## config.mk

```make
export PLATFORM = sky130hd
export DESIGN_NAME = uart_tx_arb
export DESIGN_NICKNAME = d
export VERILOG_FILES = /design/src/rtl/uart_tx_arb.sv
export SDC_FILE = /design/constraint.sdc
export NUM_CORES = 1
export LEC_CHECK = 0
export CAP_MARGIN = 20
export CORE_ASPECT_RATIO = 0.9
export CORE_MARGIN = 5
export CORE_UTILIZATION = 49
export DETAILED_ROUTE_END_ITERATION = 8
export GPL_ROUTABILITY_DRIVEN = 0
export HOLD_SLACK_MARGIN = 0.08
export PLACE_DENSITY = 0.92
export SYNTH_ARGS = -nofsm -noshare
export SYNTH_HDL_FRONTEND = slang
export SYNTH_SLANG_ARGS = --single-unit
```

## constraint.sdc

```tcl
create_clock -name clk_40k -period 4.3 [get_ports clk_40k]
set_input_delay 0.43 -clock clk_40k [delete_from_list [all_inputs] [get_ports clk_40k]]
set_output_delay 0.43 -clock clk_40k [all_outputs]
set_load 0.01 [all_outputs]
```

## src/rtl/uart_tx_arb.sv

```systemverilog
// Round-robin arbiter feeding three requesters' bytes into one uart_tx. Once a byte is granted,
// further grants wait until a full frame (plus guard bits) has elapsed.
module uart_tx_arb #(
    parameter int unsigned CLK_FREQ   = 40000,
    parameter int unsigned UART_BPS   = 1000,
    parameter int unsigned GUARD_BITS = 2
) (
    input  logic        clk_40k,
    input  logic        rst,
    input  logic [2:0]  req,
    input  logic [23:0] req_data,
    input  logic [2:0]  en_mask,
    output logic [2:0]  ack,
    output logic [1:0]  grant_id,
    output logic        busy,
    output logic [7:0]  tx_din,
    output logic        tx_start,
    output logic [15:0] frame_cnt
);

    localparam int unsigned CLK_DIV   = CLK_FREQ / UART_BPS;
    localparam int unsigned FRAME_CYC = CLK_DIV * (10 + GUARD_BITS);
    localparam int unsigned CNT_W     = (FRAME_CYC > 1) ? $clog2(FRAME_CYC) : 1;
    localparam logic [CNT_W-1:0] CntLast = CNT_W'(FRAME_CYC - 1);

    generate
        if (CLK_DIV == 0 || (CLK_DIV % 2) != 0) begin : g_bad_div
            $error("uart_tx_arb: CLK_FREQ/UART_BPS must be even and non-zero");
        end
    endgenerate

    typedef enum logic [0:0] {StIdle, StSend} state_e;

    state_e           state_q, state_d;
    logic [CNT_W-1:0] cnt_q, cnt_d;
    logic [1:0]       grant_q, grant_d;
    logic [7:0]       din_q, din_d;
    logic [15:0]      fcnt_q, fcnt_d;
    logic [2:0]       ack_q, ack_d;
    logic             start_q, start_d;

    logic [2:0] elig;
    logic [1:0] p0, p1, p2, sel;
    logic [7:0] sel_byte;

    assign elig = req & en_mask;

    // Search order begins just after the last granted requester.
    always_comb begin
        unique case (grant_q)
            2'd0:    begin p0 = 2'd1; p1 = 2'd2; p2 = 2'd0; end
            2'd1:    begin p0 = 2'd2; p1 = 2'd0; p2 = 2'd1; end
            default: begin p0 = 2'd0; p1 = 2'd1; p2 = 2'd2; end
        endcase
        if (elig[p0]) begin
            sel = p0;
        end else if (elig[p1]) begin
            sel = p1;
        end else begin
            sel = p2;
        end
    end

    always_comb begin
        unique case (sel)
            2'd0:    sel_byte = req_data[7:0];
            2'd1:    sel_byte = req_data[15:8];
            default: sel_byte = req_data[23:16];
        endcase
    end

    always_comb begin
        state_d = state_q;
        cnt_d   = cnt_q;
        grant_d = grant_q;
        din_d   = din_q;
        fcnt_d  = fcnt_q;
        ack_d   = 3'b000;
        start_d = 1'b0;
        case (state_q)
            StIdle: begin
                if (|elig) begin
                    state_d = StSend;
                    cnt_d   = '0;
                    grant_d = sel;
                    din_d   = sel_byte;
                    fcnt_d  = fcnt_q + 16'd1;
                    ack_d   = 3'b001 << sel;
                    start_d = 1'b1;
                end
            end
            StSend: begin
                if (cnt_q == CntLast) begin
                    state_d = StIdle;
                end else begin
                    cnt_d = cnt_q + 1'b1;
                end
            end
        endcase
    end

    always_ff @(posedge clk_40k or posedge rst) begin
        if (rst) begin
            state_q <= StIdle;
            cnt_q   <= '0;
            grant_q <= 2'd2;
            din_q   <= 8'h00;
            fcnt_q  <= 16'h0000;
            ack_q   <= 3'b000;
            start_q <= 1'b0;
        end else begin
            state_q <= state_d;
            cnt_q   <= cnt_d;
            grant_q <= grant_d;
            din_q   <= din_d;
            fcnt_q  <= fcnt_d;
            ack_q   <= ack_d;
            start_q <= start_d;
        end
    end

    assign ack       = ack_q;
    assign grant_id  = grant_q;
    assign busy      = (state_q == StSend);
    assign tx_din    = din_q;
    assign tx_start  = start_q;
    assign frame_cnt = fcnt_q;

endmodule
```

==> results of run 1 <==
[metrics by stage]
stage | std cells | util [%] | instance area, sq um
detailed placement | 292 | 69.01 | 2611
CTS | 299 | 71.06 | 2689
floorplan | 187 | - | 1947
finish | 299 | 71.06 | 2689
global route | 299 | 71.06 | 2689
global placement | 292 | 69.01 | 2611
[final timing paths]
path	from	endpoint	slack, ns	depth (start not counted)
worst max register to register	busy$_DFF_PP0_	tx_din[1]$_DFFE_PP0P_	2.25	4
worst min register to register	frame_cnt[15]$_DFFE_PP0P_	frame_cnt[15]$_DFFE_PP0P_	0.48	1
max in group asynchronous	rst	grant_id[1]$_DFFE_PP1P_	3.12	3
worst max-delay path	req[0]	tx_din[1]$_DFFE_PP0P_	1.66	6
worst min-delay path	rst	cnt_q[8]$_DFFE_PP0P_	0.43	2
min in group clk_40k	frame_cnt[15]$_DFFE_PP0P_	frame_cnt[15]$_DFFE_PP0P_	0.48	1
[power by group through the flow]
stage               registers [mW]  clock network, mW  logic (mW)
floorplan                    0.504                  0       0.129
global placement             0.504                  0       0.236
detailed placement           0.508                  0       0.243
CTS                          0.502              0.235       0.245
global route                 0.515              0.253       0.270
finish                       0.503              0.229       0.243
[cell families after synthesis]
| logic type | Yosys count |
|---|---|
| compound gates | 49 |
| simple gates | 69 |
| mux | 1 |
| flops | 40 |
| xor+xnor | 17 |
| buf+inv | 9 |
| fa+ha+maj | 2 |
[Yosys cell counts (all sizes together)]
| cell | count | area (sq um) |
|---|---|---|
| a222oi | 1 | 10.01 |
| dfrtp | 39 | 975.9 |
| a31o | 1 | 8.760 |
| nor2b | 1 | 6.260 |
| a211o | 3 | 26.28 |
| nor4 | 1 | 6.260 |
| o21a | 2 | 15.01 |
| nand3b | 1 | 7.510 |
| a311o | 1 | 10.01 |
| xor2 | 3 | 26.28 |
| nor3 | 2 | 10.01 |
| nand2 | 12 | 45.04 |
| dfstp | 1 | 26.28 |
| mux2i | 1 | 10.01 |
| xnor2 | 14 | 122.6 |
| ha | 2 | 25.02 |
| and4 | 3 | 26.28 |
| and3b | 1 | 8.760 |
| nor2 | 9 | 33.78 |
| a31oi | 6 | 37.54 |
| nand4b | 1 | 8.760 |
| o22ai | 2 | 12.51 |
| clkbuf | 1 | 3.750 |
| nor4b | 1 | 8.760 |
| buf | 3 | 17.52 |
| o21ai | 9 | 45.04 |
| and3 | 11 | 73.82 |
| nand3 | 19 | 95.09 |
| nand2b | 2 | 12.51 |
| a2111oi | 1 | 15.01 |
| a21oi | 9 | 45.04 |
| a21boi | 2 | 15.01 |
| nand4 | 4 | 25.02 |
| a221o | 2 | 20.02 |
| a21o | 4 | 30.03 |
| inv | 5 | 21.27 |
| or2 | 1 | 6.260 |
| o211a | 1 | 10.01 |
| a22o | 5 | 43.79 |
[worst reg2reg max path, stage by stage, from the launching register on]
cell and delay (ns):
dfrtp_1 0.69, or2_1 0.55, inv_4 0.18, and3_4 0.22, a221o_1 0.30
[flip-flops by register name, summed over array words and instances, names as in the netlist]
signal and flops:
busy 1, frame_cnt 16, tx_din 8, tx_start 1, cnt_q 9, ack 3
grant_id 2
[routing by layer]
layer	share of wire (%)	global-route usage [%]
met5	0	0
met4	1.2	6.214
met1	43	23.70
met2	47	28.80
met3	9.1	6.494
[final cells by class]
cell class | count | area, sq um | share of cell area [%]
well taps | 46 | 57.56 | 2.141
inverters | 5 | 21.27 | 0.7911
clock inverters | 1 | 5.005 | 0.1861
clock buffers | 6 | 72.57 | 2.699
repair buffers | 63 | 628.1 | 23.36
multi-input cells | 138 | 902.1 | 33.55
flip-flops and latches | 40 | 1002 | 37.27
==> flow_metrics.tcl, run 1 <==
set metrics [dict create \
    critical_path_class "in2reg" \
    ys_ff_latch 40 \
    root_buffer "clkbuf_8" \
    vias 1748 \
    cts_setup_buffers 0 \
    crit_family "compound AO/OA/AOI/OAI gates" \
    diodes 0 \
    crit_fanout 16 \
    drc 0 \
    synth_compound_area_share_pct 17.67 \
    crit_buf_inv 2 \
    tightest_slew_ns 0.8924 \
    drtIter0Drc 98 \
    ys_seq_area_share_pct 51.48 \
    p_sw_share_pct 29.63 \
    fill_cells 296 \
    finalCriticalPeriod_ns 2.640 \
    core_area_sq_um 3784 \
    p_per_area_nw_per_um2 362.5 \
    grt_pass1_vias 1719 \
    final-max-slew-violation-count 0 \
    critPathCaptureType "flop" \
    finalHoldViolCount 0 \
    yosys.area_share.adder_pct 1.285 \
    min-delay-path-class "in2async" \
    clock_skew_ns 0.002009 \
    area_growth_pct 38.11 \
    clock_tree.buffer_depth 2 \
    dieArea_sq_um 5336 \
    cts_buffers 5 \
    die_h_um 69.80 \
    muxShareOfSynthArea_pct 0.5141 \
    ys_types 42 \
    relSlewSlack_pct 39.67 \
    syn-num-nets 221 \
    tns_ns 0 \
    yosysWarnings 0 \
    p_int_mw 0.6860 \
    ioPinCount 63 \
    cts_resized 0 \
    setup_viol 0 \
    drt_pre_antenna_iters 5 \
    worst_hold_slack_ns 0.4299 \
    htreeDepth 2 \
    antenna_found_initial 0 \
    p_sw_mw 0.2888 \
    start_util_pct 51.46 \
    mostFrequentLayoutCell "clkdlybuf4s50_1" \
    slowest_delay_ns 0.65 \
    clock_latency_ns 0.28 \
    ant_nets 0 \
    port_buffers 62 \
    final_cell_mix "clkdlybuf4s50_1, dfrtp_1, nand3_1, xnor2_1, nand2_1" \
    period_share_pct 61.39 \
    power_frac_clock_pct 23.5 \
    power.total_mw 0.9748 \
    outcome "finished clean" \
    row_count 21 \
    syn-cell-area_sq_um 1947 \
    pwr-share-comb_pct 24.9 \
    cp_cell_sequence "clkdlybuf4s50_1 -> a222oi_1 -> or2_1 -> inv_4 -> and3_4 -> a221o_1" \
    maxCapViolCount 0 \
    leakage_nw 1.195 \
    cp_slowest_cell "a222oi_1" \
    wire_per_inst_um 15.75 \
    overflow 0 \
    seq_power_share_pct 51.6 \
    cts_hold_buf 0 \
    rsz0062_at_grt "no" \
    drive_above_1_share_pct 4.743 \
    fmaxAchievable_mhz 378.8 \
    hpwl_um 3574 \
    numClockSinks 40 \
    syn_area_per_cell_sq_um 10.41 \
    cts_tree "done" \
    viasPerCell 5.846 \
    crit_arrival_ns 2.81 \
    start_kind "input port" \
    nNetsFinal 287 \
    grt_pass1_wl_um 8073 \
    peakVddDrop_mv 0.1670 \
    grt_use_total_pct 18.42 \
    dp_slack_ns 1.484 \
    setup_slack_ns 1.660 \
    clkTransAtPathRegs_ns 0.07 \
    routed_wl_um 4708 \
    synth_xor_area_share_pct 7.648 \
    yosys.area_share.simple_pct 19.22 \
    required_ns 4.47 \
    die_w_um 76.44 \
    synth_top_family_by_area "simple AND/OR/NAND/NOR gates" \
    netlist_instances 187 \
    grt_max_degree 31 \
]
Note: power is estimated with default switching activity, not from simulation.
==> inputs of run 2 (changes only) <==
--- a/config.mk
+++ b/config.mk
@@ -8,11 +8,11 @@
 export CAP_MARGIN = 20
 export CORE_ASPECT_RATIO = 0.9
 export CORE_MARGIN = 5
-export CORE_UTILIZATION = 49
+export CORE_UTILIZATION = 46
 export DETAILED_ROUTE_END_ITERATION = 8
 export GPL_ROUTABILITY_DRIVEN = 0
 export HOLD_SLACK_MARGIN = 0.08
-export PLACE_DENSITY = 0.92
+export PLACE_DENSITY = 0.88
 export SYNTH_ARGS = -nofsm -noshare
 export SYNTH_HDL_FRONTEND = slang
 export SYNTH_SLANG_ARGS = --single-unit
==> constraint.sdc (replaced) <==
create_clock -name clk_40k -period 2.75 [get_ports clk_40k]
set_input_delay 0.275 -clock clk_40k [delete_from_list [all_inputs] [get_ports clk_40k]]
set_output_delay 0.275 -clock clk_40k [all_outputs]
set_load 0.01 [all_outputs]
==> flow_metrics.tcl, run 2 (synthesis gave the netlist of run 1 again) <==
set metrics [dict create \
    outcome "finished clean" \
    r2r-end "tx_din[1]$_DFFE_PP0P_" \
    cts_resized 0 \
    clkTransAtPathRegs_ns 0.07 \
    min-delay-path-class "in2async" \
    numClockSinks 40 \
    relSlewSlack_pct 60.14 \
    dieArea_sq_um 5635 \
    die_h_um 71.72 \
    drt_pre_antenna_iters 5 \
    area_growth_pct 39.20 \
    cts_tree "done" \
    critical_path_class "in2reg" \
    ioPinCount 63 \
    grt_pass1_vias 1730 \
    grt_pass1_wl_um 8038 \
    leakage_nw 1.206 \
    fmaxAchievable_mhz 514.5 \
    hpwl_um 3577 \
    grt_max_degree 41 \
    cts_setup_buffers 0 \
    final-max-slew-violation-count 0 \
    setup_viol 0 \
    cts_buffers 5 \
    seqCellArea_sq_um 1002 \
    clock_latency_ns 0.28 \
    root_buffer "clkbuf_8" \
    start_kind "input port" \
    port_buffers 62 \
    drive_above_1_share_pct 5.469 \
    final_cell_mix "clkdlybuf4s50_1, dfrtp_1, nand3_1, xnor2_1, nand2_1" \
    multi_input_area_sq_um 902.1 \
    drtIter0Drc 113 \
    r2r_slack_ns 0.98 \
    nNetsFinal 289 \
    finalCriticalPeriod_ns 1.944 \
    htreeDepth 2 \
    reg2regPathDepth 4 \
    mostFrequentLayoutCell "clkdlybuf4s50_1" \
    grt_use_total_pct 17.82 \
    maxCapViolCount 0 \
    period_share_pct 70.68 \
    grt-busiest-layer "met2" \
    diodes 0 \
    utilization_pct 66.52 \
    met1_usage_pct 22.50 \
    antenna_found_initial 0 \
    vias 1733 \
    critPathCaptureType "flop" \
    core_area_sq_um 4074 \
    p_per_area_nw_per_um2 563.4 \
    clock_tree.buffer_depth 2 \
    finalHoldViolCount 0 \
    peakVddDrop_mv 0.2683 \
    fill_cells 328 \
    required_ns 2.92 \
    tns_ns 0 \
    routed_wl_um 4602 \
    clock_skew_ns 0.008862 \
    rsz0062_at_grt "no" \
    overflow 0 \
    viasPerCell 5.701 \
    grt.met2_usage_pct 28.37 \
    wire_per_inst_um 15.14 \
    drc 0 \
    die_w_um 78.58 \
    met3_usage_pct 7.161 \
    crit_arrival_ns 2.12 \
    largest_reg_flops 16 \
    ant_nets 0 \
    start_util_pct 47.79 \
    r2r-start "grant_id[0]$_DFFE_PP0P_" \
    row_count 22 \
    crit_fanout 16 \
    cts_hold_buf 0 \
    tightest_slew_ns 0.5916 \
]
==> run 2: cell count changes in the layout (fill, tap and decap cells not counted) <==
cell      delta
buf_4        +2
clkbuf_1     +1
==> run 2: where the power goes <==
| group | switching (mW) | internal (mW) | total, mW | leakage (nW) |
|---|---|---|---|---|
| registers | 0.104 | 0.680 | 0.785 | 0.514 |
| logic | 0.159 | 0.221 | 0.380 | 0.650 |
| clock network | 0.185 | 0.178 | 0.363 | 0.0422 |
| total | 0.448 | 1.08 | 1.53 | 1.21 |
==> run 2: worst max path at each step <==
stage	to	slack [ns]	cells past startpoint	start
after floorplan	tx_din[0]$_DFFE_PP0P_	1.10	4	grant_id[0]$_DFFE_PP0P_
after global placement	tx_din[1]$_DFFE_PP0P_	0.55	6	req[0]
after detailed placement	tx_din[1]$_DFFE_PP0P_	0.50	6	req[0]
after CTS	tx_din[1]$_DFFE_PP0P_	0.81	6	req[0]
after global routing	tx_din[1]$_DFFE_PP0P_	0.65	6	req[0]
final	tx_din[1]$_DFFE_PP0P_	0.81	6	req[0]
==> run 2: layer usage <==
layer  vias to the layer above  part of all wire (%)
met5                         -                     0
met3                         7                    10
met4                         0                   1.3
met2                        84                    48
li1                        834                     -
met1                       808                    40
==> run 2: metrics by stage <==
stage                     setup WS, ns  area, sq um  cells  total power, mW  hold slack, ns
final                           0.8062         2710    304            1.527          0.3986
after global routing            0.6484         2710    304            1.614          0.4565
after CTS                       0.8084         2710    304            1.536          0.4166
after detailed placement        0.5001         2629    296            1.175          0.4854
after floorplan                  1.095         1947    187           0.9891          0.4199
after global placement          0.5510         2629    296            1.156          0.4620
==> run 2: worst max-delay path, stage by stage <==
cell and delay, ns:
clkdlybuf4s50_1 0.46, a222oi_1 0.59, or2_1 0.24, inv_4 0.09, and3_4 0.17, a221o_1 0.28
==> run 2: area by class of cell <==
type | count | share of cell area, %
Tap cell | 48 | 2.216
Clock inverter | 1 | 0.1847
Multi-Input combinational cell | 138 | 33.29
Inverter | 5 | 0.7849
Sequential cell | 40 | 36.98
Timing Repair Buffer | 65 | 23.73
Clock buffer | 7 | 2.816
